<file path="src/rtl/gpi_debounce.sv">
// Debounce conditioner for asynchronous GPI pins: synchronize, sample on a prescaled tick,
// and accept a new level only after it persists for DB_COUNT consecutive ticks.
module gpi_debounce #(
    parameter int unsigned WIDTH    = 8,
    parameter int unsigned TICK_DIV = 100,
    parameter int unsigned DB_COUNT = 4
) (
    input  logic             PCLK,
    input  logic             PRESETn,
    input  logic             en,
    input  logic [WIDTH-1:0] pin_in,
    output logic [WIDTH-1:0] gpi,
    output logic [WIDTH-1:0] rise,
    output logic [WIDTH-1:0] fall,
    output logic             changed
);

    localparam int unsigned PW = (TICK_DIV > 1) ? $clog2(TICK_DIV) : 1;
    localparam int unsigned CW = $clog2(DB_COUNT + 1);
    localparam logic [PW-1:0] PRESC_LAST = PW'(TICK_DIV - 1);
    localparam logic [CW-1:0] DCNT_LAST  = CW'(DB_COUNT - 1);

    logic [WIDTH-1:0]          s1_q, s2_q;
    logic [PW-1:0]             presc_q, presc_d;
    logic                      tick_c;
    logic [WIDTH-1:0][CW-1:0]  dcnt_q, dcnt_d;
    logic [WIDTH-1:0]          gpi_q, gpi_d;
    logic [WIDTH-1:0]          rise_q, rise_d;
    logic [WIDTH-1:0]          fall_q, fall_d;
    logic                      changed_q, changed_d;

    // Prescaler: held at zero while disabled so each enable restarts a full tick period.
    always_comb begin
        presc_d = '0;
        tick_c  = 1'b0;
        if (en) begin
            if (presc_q == PRESC_LAST) begin
                tick_c = 1'b1;
            end else begin
                presc_d = presc_q + PW'(1);
            end
        end
    end

    // Per-bit qualification; any agreement with the stable level or disable discards progress.
    always_comb begin
        dcnt_d = dcnt_q;
        gpi_d  = gpi_q;
        rise_d = '0;
        fall_d = '0;
        for (int unsigned i = 0; i < WIDTH; i++) begin
            if (!en || (s2_q[i] == gpi_q[i])) begin
                dcnt_d[i] = '0;
            end else if (tick_c) begin
                if (dcnt_q[i] == DCNT_LAST) begin
                    dcnt_d[i] = '0;
                    gpi_d[i]  = s2_q[i];
                    rise_d[i] = s2_q[i];
                    fall_d[i] = ~s2_q[i];
                end else begin
                    dcnt_d[i] = dcnt_q[i] + CW'(1);
                end
            end
        end
        changed_d = |(rise_d | fall_d);
    end

    always_ff @(posedge PCLK or negedge PRESETn) begin
        if (!PRESETn) begin
            s1_q      <= '0;
            s2_q      <= '0;
            presc_q   <= '0;
            dcnt_q    <= '0;
            gpi_q     <= '0;
            rise_q    <= '0;
            fall_q    <= '0;
            changed_q <= 1'b0;
        end else begin
            s1_q      <= pin_in;
            s2_q      <= s1_q;
            presc_q   <= presc_d;
            dcnt_q    <= dcnt_d;
            gpi_q     <= gpi_d;
            rise_q    <= rise_d;
            fall_q    <= fall_d;
            changed_q <= changed_d;
        end
    end

    assign gpi     = gpi_q;
    assign rise    = rise_q;
    assign fall    = fall_q;
    assign changed = changed_q;

endmodule

</file>
<file path="config.mk">
export PLATFORM = sky130hd
export DESIGN_NAME = gpi_debounce
export DESIGN_NICKNAME = d
export VERILOG_FILES = /design/src/rtl/gpi_debounce.sv
export SDC_FILE = /design/constraint.sdc
export NUM_CORES = 1
export LEC_CHECK = 0
export ABC_AREA = 0
export CAP_MARGIN = 10
export CORE_MARGIN = 5
export CORE_UTILIZATION = 50
export CTS_BUF_LIST = sky130_fd_sc_hd__clkbuf_4
export DETAILED_ROUTE_END_ITERATION = 12
export HOLD_SLACK_MARGIN = 0.15
export PLACE_DENSITY_LB_ADDON = 0.15
export SYNTH_ARGS = -nofsm -noshare
export SYNTH_HDL_FRONTEND = slang
export SYNTH_SLANG_ARGS = --single-unit
</file>
<file path="constraint.sdc">
create_clock -name PCLK -period 4.61 [get_ports PCLK]
set_input_delay 0.922 -clock PCLK [delete_from_list [all_inputs] [get_ports PCLK]]
set_output_delay 0.922 -clock PCLK [all_outputs]
set_load 0.02 [all_outputs]
</file>
==> results of run 1 <==
[per-stage QoR]
step	setup WS, ns	util, %
after floorplan	2.60	-
after detailed placement	1.50	58.9
after global placement	1.56	58.9
after global routing	1.88	60.7
after CTS	1.97	60.7
final	1.97	60.7
[kinds of logic after synthesis]
logic type / synth area share, %
AOI/OAI and AO/OA: 5.89
xor gates and xnor gates: 3.94
adders and majority gates: 3.89
buffers and inverters: 2.16
DFF: 62.3
muxes: 3.12
and+or+nand+nor: 18.7
[cell usage after synthesis, types with 3 or more instances]
library cell | number | area share (%)
dfrtp_1 | 72 | 62
nand2_1 | 27 | 3.5
a21oi_1 | 23 | 4.0
nand3_1 | 15 | 2.6
xor2_1 | 10 | 3.0
ha_1 | 9 | 3.9
nor2_1 | 9 | 1.2
nand3b_1 | 8 | 2.1
nand2b_1 | 7 | 1.5
and2_1 | 6 | 1.3
mux2_2 | 6 | 2.3
nor4_1 | 6 | 1.3
nor3_1 | 5 | 0.87
clkbuf_1 | 3 | 0.39
inv_1 | 3 | 0.39
xnor2_1 | 3 | 0.91
[cells in the final DEF (no fill, tap or decap), types with 2 or more instances in the layout]
master,instances
nor4b_2,2
nor3_1,5
a21oi_1,23
xnor2_1,3
and3_1,2
clkinv_1,3
nand2_1,27
o22ai_1,2
nand2b_1,7
nand3_1,15
nor2_1,9
nor3b_1,2
inv_1,3
nand3_2,2
dfrtp_1,72
clkbuf_4,10
mux2_2,6
xor2_1,10
nor4_1,6
clkdlybuf4s50_1,34
mux2_1,2
nand3b_1,8
clkinv_2,3
ha_1,9
and2_1,6
o21ai_0,2
[worst max path at each step]
stage               cells after the start  from  slack [ns]                  to
global route                            5    en        1.88  gpi[1]$_DFFE_PN0P_
detailed placement                      5    en        1.50  gpi[1]$_DFFE_PN0P_
CTS                                     5    en        1.97  gpi[1]$_DFFE_PN0P_
floorplan                               4    en        2.60  gpi[7]$_DFFE_PN0P_
finish                                  5    en        1.97  gpi[1]$_DFFE_PN0P_
global placement                        5    en        1.56  gpi[1]$_DFFE_PN0P_
[area by class of cell]
| type | count | area (sq um) |
|---|---|---|
| multi-input combinational | 158 | 1030 |
| sequential | 72 | 1800 |
| clock buffer | 10 | 75.1 |
| tap | 72 | 90.1 |
| fill | 462 | 2190 |
| timing repair buffer | 36 | 353 |
| clock inverter | 6 | 26.3 |
| inverter | 3 | 11.3 |
[layer usage]
metal	up-vias	track usage, %
li1	921	-
met1	918	18.9
met2	28	23.8
met3	10	3.65
met4	0	8.35
met5	-	0
[flip-flops by register name (all words and copies together), names as in the netlist]
| signal | flops |
|---|---|
| presc_q | 7 |
| dcnt_q | 24 |
| s2_q | 8 |
| changed | 1 |
| fall | 8 |
| rise | 8 |
| gpi | 8 |
| s1_q | 8 |
[critical path, stage by stage]
cell and delay [ns]:
clkdlybuf4s50_1 0.94, inv_1 0.14, or3b_1 0.44, nor2_1 0.14
mux2_2 0.35
[where the power goes]
group,internal (mW),switching (mW)
Combinational,0.0127,0.0243
Clock,0.109,0.204
Sequential,0.640,0.00652
==> impl_metrics.tcl, run 1 <==
set metrics [dict create \
    run_status "complete, no violations" \
    rows 27 \
    syn_inst 241 \
    criticalPathCategory "in -> reg" \
    cts_resized 0 \
    hp-start "s1_q[2]$_DFF_PN0_" \
    vdd_drop_max_uv 226 \
    design_area_sq_mm 0.00338 \
    start_kind "input port" \
    synth_cell_types 36 \
    n_antenna_cell 0 \
    via_count 1877 \
    numCtsBuffers 9 \
    synth-edff-count 0 \
    gp_routability_congestion 0.722 \
    die_w_um 86.0 \
    track_usage_pct 15.0 \
    syn2layout_area_growth_pct 17.0 \
    r2r_start "presc_q[3]$_DFF_PN0_" \
    p_leak_nw 1.52 \
    dpl.hpwl_mm 3.39 \
    cts_tree "yes" \
    dp.cells 341 \
    hold_path_depth 0 \
    vias_per_cell 5.26 \
    fin_setup_tns_ns 0 \
    wl_met2_mm 2.38 \
    ys_warn_count 0 \
    syn_nets 261 \
    hold-worst-slack_ns 0.356 \
    antenna_found_initial 0 \
    dr.pass1.iters 4 \
    drcViolationCount 0 \
    core_area_sq_mm 0.00557 \
    die_y_um 86.0 \
    fin_crit_ns 2.64 \
    cts-root-buf "clkbuf_4" \
    arrival_ns 2.94 \
    fp.dieArea_sq_mm 0.00740 \
    wl_met1_mm 2.36 \
    wire_per_inst_um 14.1 \
    nets 300 \
    maxUsedRoutingLayer "met4" \
    cts_hold_buf 0 \
    dr_wl_met3_um 177 \
    holdPathEnd "s2_q[2]$_DFF_PN0_" \
    grt_pass1_wl_mm 8.66 \
    clockBufferDepth 2 \
    clkSinkCount 72 \
    worstSkewPairLatency_ns 0.40 \
    start_util_pct 51.9 \
    grt_pass1_vias 1925 \
    tightest_slew_ns 0.956 \
    cap_violations 0 \
    ctsHtreeMaxLevel 3 \
    ys_seq_elements 72 \
    ff2ff_setup_slack_ns 2.29 \
    yosysSeqAreaShare_pct 62.3 \
    post-route-period-util_pct 57.2 \
    grt-ovfl-total 0 \
    hold_viol 0 \
    setup_viol 0 \
    min_path_type "reg -> reg" \
    reg2reg_depth 4 \
    synthArstFlopShare_pct 100 \
    drive_gt1_share_pct 9.12 \
    rsz0062_at_grt "no" \
    wirelength_mm 5.03 \
    cp-end-kind "register" \
    finClkSkew_ns 0.0130 \
    synth_area_per_cell_sq_um 12.0 \
    grt_max_degree 45 \
    cts_setup_buffers 0 \
    relSlewSlack_pct 36.3 \
    drt-initial-drc-count 117 \
    pin_count 36 \
    report.final.slew_viol_count 0 \
    dpl_cell_area_sq_mm 0.00328 \
    max_freq_mhz 379 \
    postRouteAntennaNets 0 \
    crit_path_max_fanout 21 \
    clkSlewWorstSetupHoldPaths_ns 0.11 \
    synth_ff_type "dfrtp_1" \
    syn_area_sq_mm 0.00289 \
    fin_cells 357 \
    io_buffers 35 \
    required_ns 4.91 \
    timing.rr.end "gpi[3]$_DFFE_PN0P_" \
    power_uw 996 \
    power_density_mw_per_mm2 294 \
]
(Power assumes the default switching activity.)
==> inputs of run 2 (changes only) <==
==> constraint.sdc (replaced) <==
create_clock -name PCLK -period 2.14 [get_ports PCLK]
set_input_delay 0.428 -clock PCLK [delete_from_list [all_inputs] [get_ports PCLK]]
set_output_delay 0.428 -clock PCLK [all_outputs]
set_load 0.02 [all_outputs]
==> impl_metrics.tcl, run 2 (synthesis results as in run 1) <==
set metrics [dict create \
    fp.dieArea_sq_mm 0.00740 \
    clkSinkCount 72 \
    post-route-period-util_pct 89.7 \
    track_usage_pct 15.5 \
    final_cell_mix "dfrtp_1 (72), clkdlybuf4s50_1 (34), nand2_1 (27)" \
    core_area_sq_mm 0.00557 \
    fin_cells 368 \
    crit_path_max_fanout 5 \
    grt_max_degree 73 \
    nets 311 \
    multi_input_area_sq_mm 0.00103 \
    seqCellArea_sq_mm 0.00180 \
    power.switching_uw 527 \
    pwr-share-clk_pct 41.2 \
    criticalPathCategory "reg -> out" \
    slowest_delay_ns 0.64 \
    grt_pass1_wl_mm 9.03 \
    vdd_drop_max_uv 489 \
    start_kind "register" \
    postRouteAntennaNets 0 \
    fin_setup_tns_ns 0 \
    setup_viol 0 \
    report.final.slew_viol_count 0 \
    die_w_um 86.0 \
    drive_gt1_share_pct 12.2 \
    cts-root-buf "clkbuf_4" \
    cap_violations 0 \
    cp-end-kind "output port" \
    arrival_ns 1.49 \
    dp.cells 351 \
    worstSkewPairLatency_ns 0.42 \
    run_status "complete, no violations" \
    crit_buf_inv 1 \
    numCtsBuffers 9 \
    fin_crit_ns 1.92 \
    cts_tree "yes" \
    max_freq_mhz 521 \
    largest_register_ff_count 24 \
    start_util_pct 51.9 \
    hold_viol 0 \
    power_density_mw_per_mm2 710 \
    wirelength_mm 4.98 \
    comb_power_share_pct 3.7 \
    dpl.hpwl_mm 3.36 \
    ctsHtreeMaxLevel 3 \
    grt_pass1_vias 2013 \
    cp_slowest_cell "clkdlybuf4s50_1" \
    drt-initial-drc-count 59 \
    grt-ovfl-total 0 \
    fill_cells 454 \
    required_ns 1.71 \
    vias_per_cell 5.27 \
    rsz0062_at_grt "no" \
    seq_power_share_pct 55.2 \
    p_leak_nw 1.60 \
    wire_per_inst_um 13.5 \
    n_antenna_cell 0 \
    finClkSkew_ns 0.0122 \
    cts_setup_buffers 0 \
    die_y_um 86.0 \
    gp_routability_congestion 0.743 \
    p_int_mw 2.00 \
    drcViolationCount 0 \
    regMostFlops "dcnt_q" \
    min_path_type "reg -> reg" \
    post-route-util_pct 63.8 \
    pin_count 36 \
    cp_cell_sequence "clkdlybuf4s50_1" \
    via_count 1938 \
    p_sw_share_pct 20.8 \
    syn2layout_area_growth_pct 23.1 \
    antenna_found_initial 0 \
    relSlewSlack_pct 75.5 \
    clockBufferDepth 2 \
    cp_top_family "buffers and inverters" \
    clkSlewWorstSetupHoldPaths_ns 0.12 \
    final_common_cell "dfrtp_1" \
    rows 27 \
    io_buffers 35 \
    dr.pass1.iters 4 \
    tightest_slew_ns 0.368 \
]
## run 2: cell types whose count changed in the layout (fill, tap and decap cells not counted)
| cell | delta |
|---|---|
| clkbuf_4 | -1 |
| clkinv_2 | -3 |
| clkinv_4 | +1 |
| dlygate4sd3_1 | +1 |
| bufinv_16 | +3 |
| buf_4 | +9 |
| buf_12 | +1 |
## run 2: layer usage
layer  vias up  track usage, %  share of wire (%)
met2        25            24.3                 48
met5         -               0                  0
met4         0            5.61                1.7
li1        942               -                  -
met3        10            6.44                5.1
met1       961            19.4                 45
## run 2: cell type report
cell class	count	area share (%)
Inverter	3	0.316
Tap cell	72	2.53
Timing Repair Buffer	47	12.7
Clock buffer	9	1.90
Sequential cell	72	50.6
Multi-Input combinational cell	158	28.9
Clock inverter	7	3.09
## run 2: stage by stage
| stage | hold slack (ns) | total power [mW] | cell area (sq um) | worst slack [ns] |
|---|---|---|---|---|
| after floorplan | 0.132 | 1.45 | 2890 | 0.488 |
| after global placement | 0.333 | 1.51 | 3370 | 0.173 |
| after detailed placement | 0.337 | 1.51 | 3370 | 0.138 |
| after CTS | 0.364 | 2.56 | 3560 | 0.184 |
| after global routing | 0.375 | 2.63 | 3560 | 0.0791 |
| final | 0.356 | 2.53 | 3560 | 0.219 |
## run 2: power groups by stage
| stage | logic [mW] | registers (mW) | clock network, mW |
|---|---|---|---|
| after floorplan | 0.0293 | 1.42 | 0 |
| after global placement | 0.0930 | 1.42 | 0 |
| after detailed placement | 0.0941 | 1.42 | 0 |
| after CTS | 0.0964 | 1.39 | 1.07 |
| after global routing | 0.105 | 1.40 | 1.13 |
| final | 0.0925 | 1.39 | 1.04 |
## run 2: final timing paths
check / startpoint / end / slack (ns) / cells after the start
setup / recovery: gpi[4]$_DFFE_PN0P_ / gpi[4] / 0.22 / 1
hold / removal: s1_q[5]$_DFF_PN0_ / s2_q[5]$_DFF_PN0_ / 0.36 / 0
setup reg to reg: presc_q[3]$_DFF_PN0_ / gpi[5]$_DFFE_PN0P_ / 0.23 / 5
hold reg to reg: s1_q[5]$_DFF_PN0_ / s2_q[5]$_DFF_PN0_ / 0.36 / 0
max in group asynchronous: PRESETn / rise[4]$_DFF_PN0_ / 1.30 / 3
min in group asynchronous: PRESETn / dcnt_q[19]$_DFFE_PN0P_ / 0.55 / 3
## run 2: timing repair
action,CTS,global route
setup endpoints to repair,0,0
hold buffers,1,0
resized for setup,0,0
endpoints found under the hold margin,72,0
